File: config.mk
export PLATFORM = sky130hd
export DESIGN_NAME = uart_tx_io
export DESIGN_NICKNAME = d
export VERILOG_FILES = /design/src/rtl/uart_pkg.sv /design/src/rtl/uart_tx_fifo.sv /design/src/rtl/uart_tx_io.sv
export SDC_FILE = /design/constraint.sdc
export NUM_CORES = 1
export LEC_CHECK = 0
export ABC_AREA = 1
export CAP_MARGIN = 30
export CORE_UTILIZATION = 41
export DETAILED_ROUTE_END_ITERATION = 10
export SLEW_MARGIN = 20
export SYNTH_ARGS = -nofsm -noshare
export SYNTH_HDL_FRONTEND = slang
export SYNTH_SLANG_ARGS = --single-unit
File: constraint.sdc
create_clock -name clk -period 4 [get_ports clk]
set_input_delay 0.6 -clock clk [delete_from_list [all_inputs] [get_ports clk]]
set_output_delay 0.6 -clock clk [all_outputs]
set_load 0.05 [all_outputs]
File: src/rtl/uart_pkg.sv
// Shared definitions for the memory-mapped UART transmitter: status bit map,
// frame width and transmit FSM states.
package uart_pkg;

  localparam int unsigned UART_DATA_BITS = 8;

  localparam int unsigned TX_ST_BUSY = 0;
  localparam int unsigned TX_ST_FULL = 1;
  localparam int unsigned TX_ST_OVF  = 2;

  typedef enum logic [1:0] {
    ST_IDLE  = 2'd0,
    ST_START = 2'd1,
    ST_DATA  = 2'd2,
    ST_STOP  = 2'd3
  } tx_state_e;

endpackage

File: src/rtl/uart_tx_fifo.sv
// Synchronous byte FIFO with first-word-fall-through output; pointers wrap
// naturally and the occupancy count is one bit wider than the pointers.
module uart_tx_fifo
  import uart_pkg::*;
#(
  parameter int unsigned DEPTH = 8,
  parameter int unsigned WIDTH = UART_DATA_BITS
) (
  input  logic                       clk,
  input  logic                       rst,
  input  logic                       push,
  input  logic                       pop,
  input  logic [WIDTH-1:0]           din,
  output logic [WIDTH-1:0]           dout,
  output logic                       full,
  output logic                       empty,
  output logic [$clog2(DEPTH):0]     count
);

  localparam int unsigned PTR_W = $clog2(DEPTH);
  localparam int unsigned CNT_W = PTR_W + 1;

  logic [WIDTH-1:0] mem_q [DEPTH];
  logic [WIDTH-1:0] mem_d [DEPTH];
  logic [PTR_W-1:0] wr_ptr_q, wr_ptr_d;
  logic [PTR_W-1:0] rd_ptr_q, rd_ptr_d;
  logic [CNT_W-1:0] count_q, count_d;
  logic             do_push;
  logic             do_pop;

  assign full  = (count_q == CNT_W'(DEPTH));
  assign empty = (count_q == '0);
  assign count = count_q;
  assign dout  = mem_q[rd_ptr_q];

  // Guard against misuse: never write past full or read past empty.
  assign do_push = push & ~full;
  assign do_pop  = pop & ~empty;

  always_comb begin
    mem_d    = mem_q;
    wr_ptr_d = wr_ptr_q;
    rd_ptr_d = rd_ptr_q;
    count_d  = count_q;
    if (do_push) begin
      mem_d[wr_ptr_q] = din;
      wr_ptr_d        = wr_ptr_q + PTR_W'(1);
    end
    if (do_pop) begin
      rd_ptr_d = rd_ptr_q + PTR_W'(1);
    end
    case ({do_push, do_pop})
      2'b10:   count_d = count_q + CNT_W'(1);
      2'b01:   count_d = count_q - CNT_W'(1);
      default: count_d = count_q;
    endcase
  end

  always_ff @(posedge clk) begin
    if (rst) begin
      wr_ptr_q <= '0;
      rd_ptr_q <= '0;
      count_q  <= '0;
    end else begin
      wr_ptr_q <= wr_ptr_d;
      rd_ptr_q <= rd_ptr_d;
      count_q  <= count_d;
    end
  end

  // Storage needs no reset; occupancy is tracked by the pointers.
  always_ff @(posedge clk) begin
    mem_q <= mem_d;
  end

endmodule

File: src/rtl/uart_tx_io.sv
// Memory-mapped UART transmitter: IO stores to the data register queue bytes
// that are serialized as back-to-back 8N1 frames on a registered tx line.
module uart_tx_io
  import uart_pkg::*;
#(
  parameter int unsigned CLKS_PER_BIT = 200,
  parameter int unsigned FIFO_DEPTH   = 8
) (
  input  logic        clk,
  input  logic        rst,
  input  logic        UARTCtrl,
  input  logic        ioWrite,
  input  logic [7:0]  write_data,
  output logic [31:0] tx_status,
  output logic        tx
);

  localparam int unsigned CNT_W  = $clog2(CLKS_PER_BIT);
  localparam int unsigned FCNT_W = $clog2(FIFO_DEPTH) + 1;

  tx_state_e                 state_q, state_d;
  logic [CNT_W-1:0]          clk_cnt_q, clk_cnt_d;
  logic [2:0]                bit_cnt_q, bit_cnt_d;
  logic [UART_DATA_BITS-1:0] shift_q, shift_d;
  logic                      tx_q, tx_d;
  logic                      ovf_q, ovf_d;

  logic                      wr_req;
  logic                      fifo_push;
  logic                      fifo_pop;
  logic [UART_DATA_BITS-1:0] fifo_dout;
  logic                      fifo_full;
  logic                      fifo_empty;
  logic [FCNT_W-1:0]         fifo_count;
  logic                      bit_done;
  logic                      busy;

  // Full comes from the registered count, so a write while full is dropped
  // even when a pop lands in the same cycle.
  assign wr_req    = ioWrite & UARTCtrl;
  assign fifo_push = wr_req & ~fifo_full;

  uart_tx_fifo #(
    .DEPTH (FIFO_DEPTH),
    .WIDTH (UART_DATA_BITS)
  ) u_fifo (
    .clk   (clk),
    .rst   (rst),
    .push  (fifo_push),
    .pop   (fifo_pop),
    .din   (write_data),
    .dout  (fifo_dout),
    .full  (fifo_full),
    .empty (fifo_empty),
    .count (fifo_count)
  );

  assign bit_done = (clk_cnt_q == CNT_W'(CLKS_PER_BIT - 1));

  always_comb begin
    state_d   = state_q;
    clk_cnt_d = clk_cnt_q;
    bit_cnt_d = bit_cnt_q;
    shift_d   = shift_q;
    fifo_pop  = 1'b0;
    ovf_d     = ovf_q | (wr_req & fifo_full);

    case (state_q)
      ST_IDLE: begin
        if (!fifo_empty) begin
          fifo_pop  = 1'b1;
          shift_d   = fifo_dout;
          bit_cnt_d = '0;
          clk_cnt_d = '0;
          state_d   = ST_START;
        end
      end
      ST_START: begin
        if (bit_done) begin
          clk_cnt_d = '0;
          state_d   = ST_DATA;
        end else begin
          clk_cnt_d = clk_cnt_q + CNT_W'(1);
        end
      end
      ST_DATA: begin
        if (bit_done) begin
          clk_cnt_d = '0;
          shift_d   = shift_q >> 1;
          bit_cnt_d = bit_cnt_q + 3'(1);
          if (bit_cnt_q == 3'(UART_DATA_BITS - 1)) begin
            state_d = ST_STOP;
          end
        end else begin
          clk_cnt_d = clk_cnt_q + CNT_W'(1);
        end
      end
      ST_STOP: begin
        if (bit_done) begin
          clk_cnt_d = '0;
          // Chain straight into the next start bit when more data waits.
          if (!fifo_empty) begin
            fifo_pop  = 1'b1;
            shift_d   = fifo_dout;
            bit_cnt_d = '0;
            state_d   = ST_START;
          end else begin
            state_d = ST_IDLE;
          end
        end else begin
          clk_cnt_d = clk_cnt_q + CNT_W'(1);
        end
      end
      default: begin
        state_d = ST_IDLE;
      end
    endcase

    // Line level follows the state being entered so tx stays aligned with it.
    case (state_d)
      ST_START: tx_d = 1'b0;
      ST_DATA:  tx_d = shift_d[0];
      default:  tx_d = 1'b1;
    endcase
  end

  always_ff @(posedge clk) begin
    if (rst) begin
      state_q   <= ST_IDLE;
      clk_cnt_q <= '0;
      bit_cnt_q <= '0;
      shift_q   <= '0;
      tx_q      <= 1'b1;
      ovf_q     <= 1'b0;
    end else begin
      state_q   <= state_d;
      clk_cnt_q <= clk_cnt_d;
      bit_cnt_q <= bit_cnt_d;
      shift_q   <= shift_d;
      tx_q      <= tx_d;
      ovf_q     <= ovf_d;
    end
  end

  assign busy = (fifo_count != '0) | (state_q != ST_IDLE);
  assign tx   = tx_q;

  always_comb begin
    tx_status             = '0;
    tx_status[TX_ST_BUSY] = busy;
    tx_status[TX_ST_FULL] = fifo_full;
    tx_status[TX_ST_OVF]  = ovf_q;
  end

endmodule

* Word level (Yosys, flattened, before mapping)
Cells that the tools add are included.
Storage, ports and cells: bits in registers 97, bits of input ports 12, output and inout port bits 33, word-level logic and storage cells 89
Cells by class: add/subtract/negate cells 6, $lt $le $gt $ge 3, equal/unequal tests 13, muxes and demuxes 29, bitwise logic cells 11, reduce and logical (&&, ||, !) cells 9
Operator list (count):
- $bwmux 64 | 1
- $mux 8 | 8
- $bmux 8 s3 | 1
- $demux 8 s3 | 1
- $pmux 8 s3 | 1
- $pmux 8 s2 | 1
- $mux 2 | 5
- $add 3x1->3 const B | 3
- $mux 3 | 3
- $pmux 3 s3 | 1
- $add 8x1->8 const B | 1
- $eq 2x2->1 const B | 4
- $eq 8x8->1 const B | 1
- $ge 4x4->1 const B | 2
- $not 3->4 | 2
- $pmux 2 s4 | 1
- $pmux 4 s2 | 1
- $eq 2x1->1 const B | 3
- $ne 2x2->1 const B | 3
- $and 1x1->1 | 5
- $add 4x1->4 const B | 1
- $eq 4x4->1 const B | 1
- $logic_not 4->1 | 1
- $lt 4x1->1 const B | 1
- 13 further kinds | 19

* Depth between registers and ports, before layout
Gate-level depths: netlist (run 1).
depth after elaboration 8, depth in mapped cells 18, mapped depth without buffers 18

* By module
Synthesis (run 1) repeated with hierarchy kept, for this count alone.
Second synthesis, totals: cells, all modules 571, area total of the unflattened synthesis 5021.1 um^2
Modules (own cells, without submodules):
- uart_tx_fifo | instances 1, cells an instance 308, area an instance 3228.1 um^2, seq. area each 2122.0 um^2
- uart_tx_io | instances 1, cells an instance 263, area an instance 1793.0 um^2, seq. area each 460.4 um^2

* Worst setup path before layout (run 1)
Ideal clock, no wire load.
kind flip-flop to flip-flop, start point register clk_cnt_q[0], end point register u_fifo.count_q[2] (netlist: u_fifo.count[2]), library setup time 0.115 ns, arrival time 2.054 ns, data required time 3.885 ns, slack 1.830 ns, stages on the path, launching flop included 16, path buffers 0, clock period less this slack 2.170 ns, path through dfxtp_1 -> ha_1 -> nand3_1 -> nor2_4 -> nand3_2 -> nand2_2 -> nand2_4 -> inv_2 -> ha_1 -> nor2_1 -> nor2_1 -> ha_1 -> a21oi_1 -> xor2_1 -> o21ai_0 -> inv_1
On the way: word-level cells in the longest chain between the ends 6, elaborated cells between the ends (all ways) 8, those cells by class eq/ne (3); mux (3); bitwise (1); reduce/logical (1)
Ends and longest elaborated chain:
- from (decl) | line uart_tx_io.sv:22 | logic [CNT_W-1:0] clk_cnt_q, clk_cnt_d;
- from (signal assigned) | line uart_tx_io.sv:137 | clk_cnt_q <= clk_cnt_d;
- $eq 8x8->1 (*) | line uart_tx_io.sv:58 | assign bit_done = (clk_cnt_q == CNT_W'(CLKS_PER_BIT - 1));
- $mux 1 (*) | line uart_tx_io.sv:99 | if (bit_done) begin
- $pmux 1 s2 (*) | line uart_tx_io.sv:68 | case (state_q)
- $and 1x1->1 (*) | line uart_tx_fifo.sv:38 | assign do_pop = pop & ~empty;
- via u_fifo.do_pop | line uart_tx_fifo.sv:29 | logic do_pop;
- $eq 2x1->1 or $eq 2x2->1 (tied branches) | line uart_tx_fifo.sv:52 | case ({do_push, do_pop})
- $pmux 4 s2 or $reduce_bool 2->1 (tied branches)
- to (signal assigned) | line uart_tx_fifo.sv:67 | count_q <= count_d;
- to (decl) | line uart_tx_fifo.sv:27 | logic [CNT_W-1:0] count_q, count_d;
Mark *: on every way through the listed nets, which the timed path passes. The rest lies on a longest branch. A chain may end at the register's enable or synchronous reset.

* Worst setup path in the final report (run 1)
start point register state_q[1], end point output port tx_status[0]
On the way: word-level cells in the longest chain between the ends 2
Ends and longest elaborated chain:
- from (decl) | line uart_tx_io.sv:21 | tx_state_e state_q, state_d;
- from (signal assigned) | line uart_tx_io.sv:136 | state_q <= state_d;
- $reduce_bool 2->1 | line uart_tx_io.sv:145 | assign busy = (fifo_count != '0) | (state_q != ST_IDLE);
- $or 1x1->1 | line uart_tx_io.sv:145
- to (decl) | line uart_tx_io.sv:14 | output logic [31:0] tx_status,
Every way passes these cells.

==> metrics.md, run 1 <==
| Metric | Value |
|---|---|
| Clk Latency, worst-skew pair | 0.35 ns |
| Worst-path clk slew | 0.07 ns |
| Number of synthesis warnings | 0 |
| Worst slew margin | 0.497 |
| Slew Viols, Final | 0 |
| Met2 Resource Use GR | 0.264 |
| Final period utilization | 0.706 |
| Total power | 0.00323 W |
| Setup_tns | 0 ns |
| Async SR Flop Fraction | 0 |
| Max Fclk | 0.354 GHz |
| Diodes inserted | 0 |
| Main synth FF type | edfxtp_1 |
| Worst hold path type | flop to flop |
| # resized after CTS | 0 |
| Top cells by count, synth | 147 x nand2_1, 65 x nand3_1, 64 x edfxtp_1 |
| Max VDD drop | 0.383 mV |
| I/O pin total | 45 |
| GRT met1 Usage | 0.227 |
| Core box area | 0.0115 mm² |
| Synth top area share | 0.398 |
| Placer Congestion | 0.840 |
| DR vias/cell | 4.86 |
| DRC | 0 |
| Setup repair bufs after CTS | 0 |
| Leakage | 2.11 nW |
| RSZ-0062 raised after global routing | no |
| First drt pass iteration count | 4 |
| Largest net degree at the start of global routing | 35 |
| MaxCap Viol Count | 0 |
| CTS tree | yes |
| Die width | 111 µm |
| Slew @ Worst Pin | 0.753 ns |
| Total Die Area | 0.0122 mm² |
| Worst Path Arrival | 2.22 ns |
| # setup viols final | 0 |
| WL/cell | 13.9 µm |
| Rows | 39 |
| Register area share after synthesis | 0.535 |
| Post-place setup slack | 1.40 ns |
| First-pass GRT wire length | 15900 µm |
| Most common cell in the netlist | nand2_1 |
| DP Wirelength | 6700 µm |
| Die height | 111 µm |
| Placed instance area | 0.00496 mm² |
| Initial antenna violation count | 0 |
| Synth area leaders | edfxtp_1 40%, dfxtp_1 14%, nand2_1 11% |
| Final instance area | 0.00525 mm² |
| Vias in the first global route | 3051 |
| Proportion of layout cells with a drive suffix above 1 | 0.0856 |
| Final min period | 2.82 ns |
| Startpoint types | flop |
| Vias | 3360 |
| Final hold violation count | 0 |
| Area delta synth->final | 8.63% |
| Syn Std Cell Area | 0.00483 mm² |
| GRT met3 Usage | 0.0346 |
| Initial Util | 0.421 |
| Number of distinct library cells after synthesis | 36 |
| Pwr dens | 615 mW/mm² |
| Cts bufs inserted | 9 |
| Hold_buf cts | 0 |
| Synthesized flop and latch total | 97 |
| CP required | 3.40 ns |
| CTS max path bufs | 2 |
| Gr usage total | 0.166 |
| CP Capture Type | output pin |
| Synth area leader | edfxtp_1 |
| Syn_area_per_cell | 9.03 µm² |
| Post-synth EDFFs | 64 |
| Mapped Cells | 535 |
| Setup ws final | 1.18 ns |
| Root Buffer | clkbuf_16 |
| Iteration-0 DRC Markers | 205 |
| IO buf count | 15 |
| Crit-path max FO | 6 |
| Antenna-violating nets left | 0 |
| Critical setup path kind | flop to output pin |
| Nets@finish | 570 |
| Grt total ovfl | 0 |
| GRT busiest layer | met2 |
| Post-Route WL | 9600 µm |
| Clk sinks | 97 |
| Status | completed |
| Worst Skew | 0.0123 ns |
| Clock H-tree levels | 3 |
==> through the flow <==
stage	util	std cells	hold slack (ns)
final	0.457	692	0.470
after global routing	0.457	692	0.490
after CTS	0.457	692	0.471
after detailed placement	0.432	676	0.460
after global placement	0.432	676	0.450
after floorplan	-	563	0.440
==> critical path: stages, from the launching register on <==
cell	delay, ns
dfxtp_1	0.41
inv_1	0.17
ha_1	0.27
nand3_1	0.20
clkdlybuf4s50_1	0.84
==> layer usage <==
layer / up-vias / wire, µm
li1: 1726 / -
met1: 1551 / 4520
met5: - / 0
met2: 70 / 4560
met3: 13 / 375
met4: 0 / 136
==> kinds of logic (layout without fill, tap and decap cells) <==
family                   after synthesis  in the layout  synth area share
AND/OR/NAND/NOR                      262            262             0.240
flip-flops                            97             97             0.535
buffers and inverters                 94             80             0.103
AO/OA/AOI/OAI                         63             63            0.0780
adder cells (fa/ha/maj)               14             14            0.0363
XOR/XNOR                               4              4           0.00726
other                                  1             29          0.000777
==> flip-flops by register name, summed over array words and instances, names as in the netlist <==
name,cells
state_q,2
u_fifo.wr_ptr_q,3
ovf_q,1
shift_q,8
u_fifo.count,4
clk_cnt_q,8
u_fifo.rd_ptr_q,3
tx,1
bit_cnt_q,3
u_fifo.mem_q,64
==> report_power, final <==
group / total, W / internal [W] / switching (W)
sequential: 0.00124 / 0.00116 / 0.0000805
clock: 0.000825 / 0.000433 / 0.000392
combinational: 0.00116 / 0.000358 / 0.000803
==> cell usage in the layout (no fill, tap or decap), drive strengths merged, types with 2 or more instances in the layout <==
master         Yosys  routed
nand2            154     154
ha                14      14
edfxtp            64      64
xor2               3       3
clkinv             0       2
inv               47      50
conb               1      29
buf               44       2
nand3             68      68
a21oi             34      34
dfxtp             33      33
clkinvlp           0       2
o21ai             22      22
clkbuf             3       9
clkdlybuf4s50      0      15
nor2              38      38
==> worst paths after layout <==
| path | start | depth (start not counted) | slack, ns | endpoint |
|---|---|---|---|---|
| setup / recovery | state_q[1] | 4 | 1.18 | tx_status[0] |
| hold / removal | clk_cnt_q[3] | 2 | 0.47 | clk_cnt_q[3] |
| setup reg to reg | clk_cnt_q[0] | 15 | 1.56 | u_fifo.count[2] |
| hold reg to reg | clk_cnt_q[3] | 2 | 0.47 | clk_cnt_q[3] |
==> area by class of cell <==
| cell class | count | area (µm²) |
|---|---|---|
| fillers | 1084 | 6220 |
| flip-flops and latches | 97 | 2580 |
| multi-input cells | 372 | 1860 |
| clock buffers | 9 | 225 |
| well taps | 143 | 179 |
| inverters | 47 | 176 |
| repair buffers | 17 | 165 |
| clock inverters | 7 | 61.3 |
Note: power is estimated with default switching activity, not from simulation.
==> run 2: changes to the inputs <==
==> constraint.sdc (replaced) <==
create_clock -name clk -period 2.73 [get_ports clk]
set_input_delay 0.4095 -clock clk [delete_from_list [all_inputs] [get_ports clk]]
set_output_delay 0.4095 -clock clk [all_outputs]
set_load 0.05 [all_outputs]
==> metrics.md, run 2 (same netlist as run 1, synthesis figures left out) <==
| Metric | Value |
|---|---|
| Endpoint, Worst Hold | clk_cnt_q[3] |
| Largest net degree at the start of global routing | 35 |
| Rows | 39 |
| Largest regs | u_fifo.mem_q: 64 flops, clk_cnt_q: 8 flops, shift_q: 8 flops |
| Proportion of layout cells with a drive suffix above 1 | 0.102 |
| Max FFs per register | 64 |
| Worst slew margin | 0.629 |
| Initial antenna violation count | 0 |
| Max VDD drop | 0.653 mV |
| Critical setup path kind | flop to flop |
| Area delta synth->final | 10.2% |
| CP Capture Type | flop |
| Leakage | 2.18 nW |
| MaxCap Viol Count | 0 |
| Worst Path Arrival | 2.69 ns |
| Startpoint types | flop |
| Grt total ovfl | 0 |
| Hold Path Stages | 2 |
| First drt pass iteration count | 4 |
| CTS tree | yes |
| DR vias/cell | 4.87 |
| Final min period | 2.45 ns |
| I/O pin total | 45 |
| Clock H-tree levels | 3 |
| Cell Chain, Critical Path | ha_1 -> nand3_1 -> nor2_4 -> nand3_2 -> nand2_2 -> nand2_4 -> inv_2 -> ha_1 -> nand2_1 -> inv_1 -> nor2_1 -> ha_1 -> a21oi_1 -> xor2_1 -> o21ai_0 -> inv_1 |
| # setup viols final | 0 |
| Pwr dens | 889 mW/mm² |
| # fillers | 1074 |
| Slew @ Worst Pin | 0.556 ns |
| R2R Setup Slk | 0.28 ns |
| Vias in the first global route | 3256 |
| Crit path largest cell delay | 0.37 ns |
| First-pass GRT wire length | 16000 µm |
| Gr usage total | 0.168 |
| Clk sinks | 97 |
| Worst hold path type | flop to flop |
| Initial Util | 0.421 |
| Diodes inserted | 0 |
| Hold Startpoint | clk_cnt_q[3] |
| Commonest non-fill, non-tap cell in the layout | nand2_1 |
| Commonest cells after routing, fill and taps aside | 147 x nand2_1, 65 x nand3_1, 64 x edfxtp_1 |
| Worst R2R Path Depth | 16 |
| Hold_buf cts | 0 |
| Post-placement cell count | 687 |
| Critical-path top delay cell | dfxtp_1 |
| Worst r2r dst | u_fifo.count[2] |
| Setup_tns | 0 ns |
| Most flop-heavy register | u_fifo.mem_q |
| Nets@finish | 581 |
| Iteration-0 DRC Markers | 193 |
| Die height | 111 µm |
| WL/cell | 13.7 µm |
| Post-Route WL | 9650 µm |
| Vias | 3426 |
| Most frequent CP cell | ha_1 |
| Status | completed |
| Crit-path max FO | 6 |
| Placed instance area | 0.00504 mm² |
| RSZ-0062 raised after global routing | no |
| Setup repair bufs after CTS | 0 |
| CP required | 2.97 ns |
| Placer Congestion | 0.833 |
| DP Wirelength | 6480 µm |
| Final instance area | 0.00532 mm² |
| Final period utilization | 0.898 |
| Cts bufs inserted | 9 |
| Total Die Area | 0.0122 mm² |
| FF-to-FF Start | clk_cnt_q[0] |
| Worst Skew | 0.00699 ns |
| DRC | 0 |
| Worst-path clk slew | 0.07 ns |
| Finished Layout Cells | 703 |
| Final hold violation count | 0 |
| Post-layout util | 0.464 |
| Clk Latency, worst-skew pair | 0.35 ns |
| IO buf count | 15 |
| CTS max path bufs | 2 |
| Die width | 111 µm |
| Core box area | 0.0115 mm² |
| Root Buffer | clkbuf_16 |
| Antenna-violating nets left | 0 |
| Slew Viols, Final | 0 |
| Total power | 0.00473 W |
| Max Fclk | 0.408 GHz |
[run 2: cell types whose count changed in the layout (fill, tap and decap cells not counted), sizes merged]
cell | before | now
clkdlybuf4s50 | 15 | 14
clkinv | 2 | 3
clkinvlp | 2 | 0
dlymetal6s2s | 0 | 1
buf | 2 | 13
clkbuf | 9 | 10
[run 2: worst max path at each step]
| stage | start | endpoint | slack [ns] |
|---|---|---|---|
| after floorplan | clk_cnt_q[0] | u_fifo.count[2] | 0.56 |
| after global placement | ioWrite | u_fifo.count[2] | 0.40 |
| after detailed placement | clk_cnt_q[0] | u_fifo.count[2] | 0.32 |
| after CTS | state_q[1] | tx_status[0] | 0.07 |
| after global routing | state_q[1] | u_fifo.count[2] | 0.08 |
| final | clk_cnt_q[0] | u_fifo.count[2] | 0.28 |
[run 2: repair_timing]
action	CTS	global route
setup endpoints to repair	0	1
hold endpoints to repair	0	0
resized for setup	0	1
[run 2: where the power goes]
part	internal, W	switching (W)
clock network	0.000631	0.000565
logic	0.000535	0.00121
registers	0.00170	0.0000892
total	0.00287	0.00187
[run 2: cell type report]
type,instances,area (µm²),share of cell area
Clock buffer,10,229,0.0430
Clock inverter,6,50.0,0.00940
Inverter,47,176,0.0331
Multi-Input combinational cell,372,1860,0.349
Sequential cell,97,2580,0.485
Tap cell,143,179,0.0336
Timing Repair Buffer,28,250,0.0470
[run 2: worst max-delay path, delay by kind of cell (launching register included)]
family	cells	cell delay [ns]
DFF	1	0.37
AOI/OAI and AO/OA	2	0.35
xor gates and xnor gates	1	0.09
buffers and inverters	3	0.18
adders and majority gates	3	0.59
and+or+nand+nor	7	0.76
[run 2: through the flow]
stage,hold WS (ns),worst slack [ns]
floorplan,0.440,0.560
global placement,0.450,0.403
detailed placement,0.454,0.320
CTS,0.465,0.0695
global route,0.480,0.0794
finish,0.462,0.277
[run 2: layer usage]
metal,part of all wire,vias up,GRT usage
met1,0.46,1589,0.211
met2,0.49,83,0.273
met4,0.0085,0,0.0631
met5,0,-,0
li1,-,1748,-
met3,0.041,6,0.0488
==> run 3: changes to the inputs <==
--- a/config.mk
+++ b/config.mk
@@ -9,6 +9,7 @@
 export CAP_MARGIN = 30
 export CORE_UTILIZATION = 41
 export DETAILED_ROUTE_END_ITERATION = 10
+export PLACE_DENSITY = 0.65
 export SLEW_MARGIN = 20
 export SYNTH_ARGS = -nofsm -noshare
 export SYNTH_HDL_FRONTEND = slang
==> metrics.md, run 3 (same netlist as run 1, synthesis figures left out) <==
| Metric | Value |
|---|---|
| Rows | 39 |
| Clk Latency, worst-skew pair | 0.35 ns |
| Initial Util | 0.421 |
| Endpoint, Worst Hold | clk_cnt_q[3] |
| Status | completed |
| Hold Path Stages | 2 |
| Largest regs | u_fifo.mem_q: 64 flops, clk_cnt_q: 8 flops, shift_q: 8 flops |
| Pwr dens | 893 mW/mm² |
| Core box area | 0.0115 mm² |
| R2R Setup Slk | 0.27 ns |
| Worst Path Arrival | 2.71 ns |
| CTS tree | yes |
| FF-to-FF Start | clk_cnt_q[0] |
| Reg power frac | 0.378 |
| Commonest cells after routing, fill and taps aside | 147 x nand2_1, 65 x nand3_1, 64 x edfxtp_1 |
| Total power | 0.00475 W |
| DR vias/cell | 4.82 |
| Critical setup path kind | flop to flop |
| Crit-path max FO | 6 |
| Final hold violation count | 0 |
| Vias in the first global route | 3106 |
| Post-Route WL | 9120 µm |
| P_sw | 0.00187 W |
| Worst Hold Slack | 0.461 ns |
| Worst r2r dst | u_fifo.count[2] |
| Setup repair bufs after CTS | 0 |
| Die width | 111 µm |
| Hold Startpoint | clk_cnt_q[3] |
| Max Fclk | 0.407 GHz |
| Iteration-0 DRC Markers | 230 |
| Startpoint types | flop |
| Worst hold path type | flop to flop |
| Die height | 111 µm |
| Diodes inserted | 0 |
| CP Capture Type | flop |
| Clk pwr share | 0.261 |
| Gr usage total | 0.161 |
| Clock H-tree levels | 3 |
| Worst slew margin | 0.618 |
| Finished Layout Cells | 701 |
| First-pass GRT wire length | 15400 µm |
| Final period utilization | 0.901 |
| Worst Skew | 0.00560 ns |
| Root Buffer | clkbuf_16 |
| Final min period | 2.46 ns |
| DP Wirelength | 6010 µm |
| Worst-path clk slew | 0.07 ns |
| Slew Viols, Final | 0 |
| Initial antenna violation count | 0 |
| Clk sinks | 97 |
| Max FFs per register | 64 |
| CTS max path bufs | 2 |
| Most frequent CP cell | ha_1 |
| Crit path largest cell delay | 0.37 ns |
| WL/cell | 13.0 µm |
| Post-placement cell count | 685 |
| # setup viols final | 0 |
| Total Die Area | 0.0122 mm² |
| # fillers | 1051 |
| CP required | 2.98 ns |
| Switching part of the total | 0.394 |
| Comb power frac | 0.361 |
| Critical-path top delay cell | dfxtp_1 |
| I/O pin total | 45 |
| MaxCap Viol Count | 0 |
| RSZ-0062 raised after global routing | no |
| Area delta synth->final | 10.2% |
| Placer Congestion | 0.802 |
| Grt total ovfl | 0 |
| First drt pass iteration count | 4 |
| Commonest non-fill, non-tap cell in the layout | nand2_1 |
| Slew @ Worst Pin | 0.572 ns |
| IO buf count | 15 |
| Vias | 3377 |
| DRC | 0 |
| Worst R2R Path Depth | 15 |
| Sequential Area | 0.00258 mm² |
| Cts bufs inserted | 9 |
| Cell Chain, Critical Path | ha_1 -> nand3_1 -> nor2_4 -> nand3_2 -> nand2_2 -> nand2_4 -> inv_2 -> ha_1 -> nor2_1 -> nor2_1 -> ha_1 -> a21oi_1 -> xor2_1 -> o21ai_0 -> inv_1 |
| Max VDD drop | 0.585 mV |
| Leakage | 2.17 nW |
| Antenna-violating nets left | 0 |
| Proportion of layout cells with a drive suffix above 1 | 0.102 |
| Largest net degree at the start of global routing | 35 |
| Nets@finish | 579 |
| Setup_tns | 0 ns |
| Area of the multi-input gates | 0.00186 mm² |
| Int Pwr | 0.00288 W |
| Most flop-heavy register | u_fifo.mem_q |
## run 3: cell count changes in the layout (fill, tap and decap cells not counted), sizes merged
cell / before / now
clkbuf: 10 / 9
clkinvlp: 0 / 1
buf: 13 / 11
inv: 50 / 52
clkinv: 3 / 1
## run 3: repair_timing
| item | CTS | global route |
|---|---|---|
| resized for setup | 0 | 1 |
| endpoints found under the setup margin | 0 | 1 |
| hold buffers | 0 | 0 |
## run 3: cell type report
cell class              count  area share
repair buffers             26      0.0442
clock inverters             7      0.0125
clock buffers               9      0.0423
well taps                 143      0.0336
flip-flops and latches     97       0.485
inverters                  47      0.0332
multi-input cells         372       0.349
## run 3: power by group through the flow
stage          Sequential (W)  Clock (W)  Combinational, W
2_1_floorplan         0.00183          0           0.00140
3_3_place_gp          0.00182          0           0.00168
3_5_place_dp          0.00183          0           0.00171
4_1_cts               0.00180    0.00127           0.00172
5_1_grt               0.00182    0.00132           0.00194
6_report              0.00180    0.00124           0.00171
## run 3: worst max-delay path by stage
stage                      start               to  slack (ns)  cells after the start
global route        clk_cnt_q[0]  u_fifo.count[2]        0.07                     16
detailed placement  clk_cnt_q[0]  u_fifo.count[2]        0.30                     15
global placement         ioWrite  u_fifo.count[2]        0.42                     13
floorplan           clk_cnt_q[0]  u_fifo.count[2]        0.56                     15
CTS                   state_q[1]     tx_status[0]        0.08                      4
finish              clk_cnt_q[0]  u_fifo.count[2]        0.27                     15
## run 3: worst max-delay path: cells and delay by family (launching register included)
family | cells | cell delay, ns
buf+inv | 2 | 0.12
xor+xnor | 1 | 0.17
compound gates | 2 | 0.21
flops | 1 | 0.37
fa+ha+maj | 3 | 0.62
simple gates | 7 | 0.87
## run 3: per-stage QoR
| step | setup slack, ns | cell area (µm²) | utilization |
|---|---|---|---|
| floorplan | 0.560 | 4930 | - |
| CTS | 0.0846 | 5320 | 0.464 |
| finish | 0.270 | 5320 | 0.464 |
| global placement | 0.418 | 5030 | 0.438 |
| detailed placement | 0.299 | 5030 | 0.438 |
| global route | 0.0665 | 5320 | 0.464 |
## run 3: routing by layer
metal	vias to the layer above	GRT usage	share of wire
met2	62	0.268	0.50
met5	-	0	0
met3	9	0.0379	0.033
li1	1745	-	-
met1	1561	0.205	0.46
met4	0	0.0542	0.010
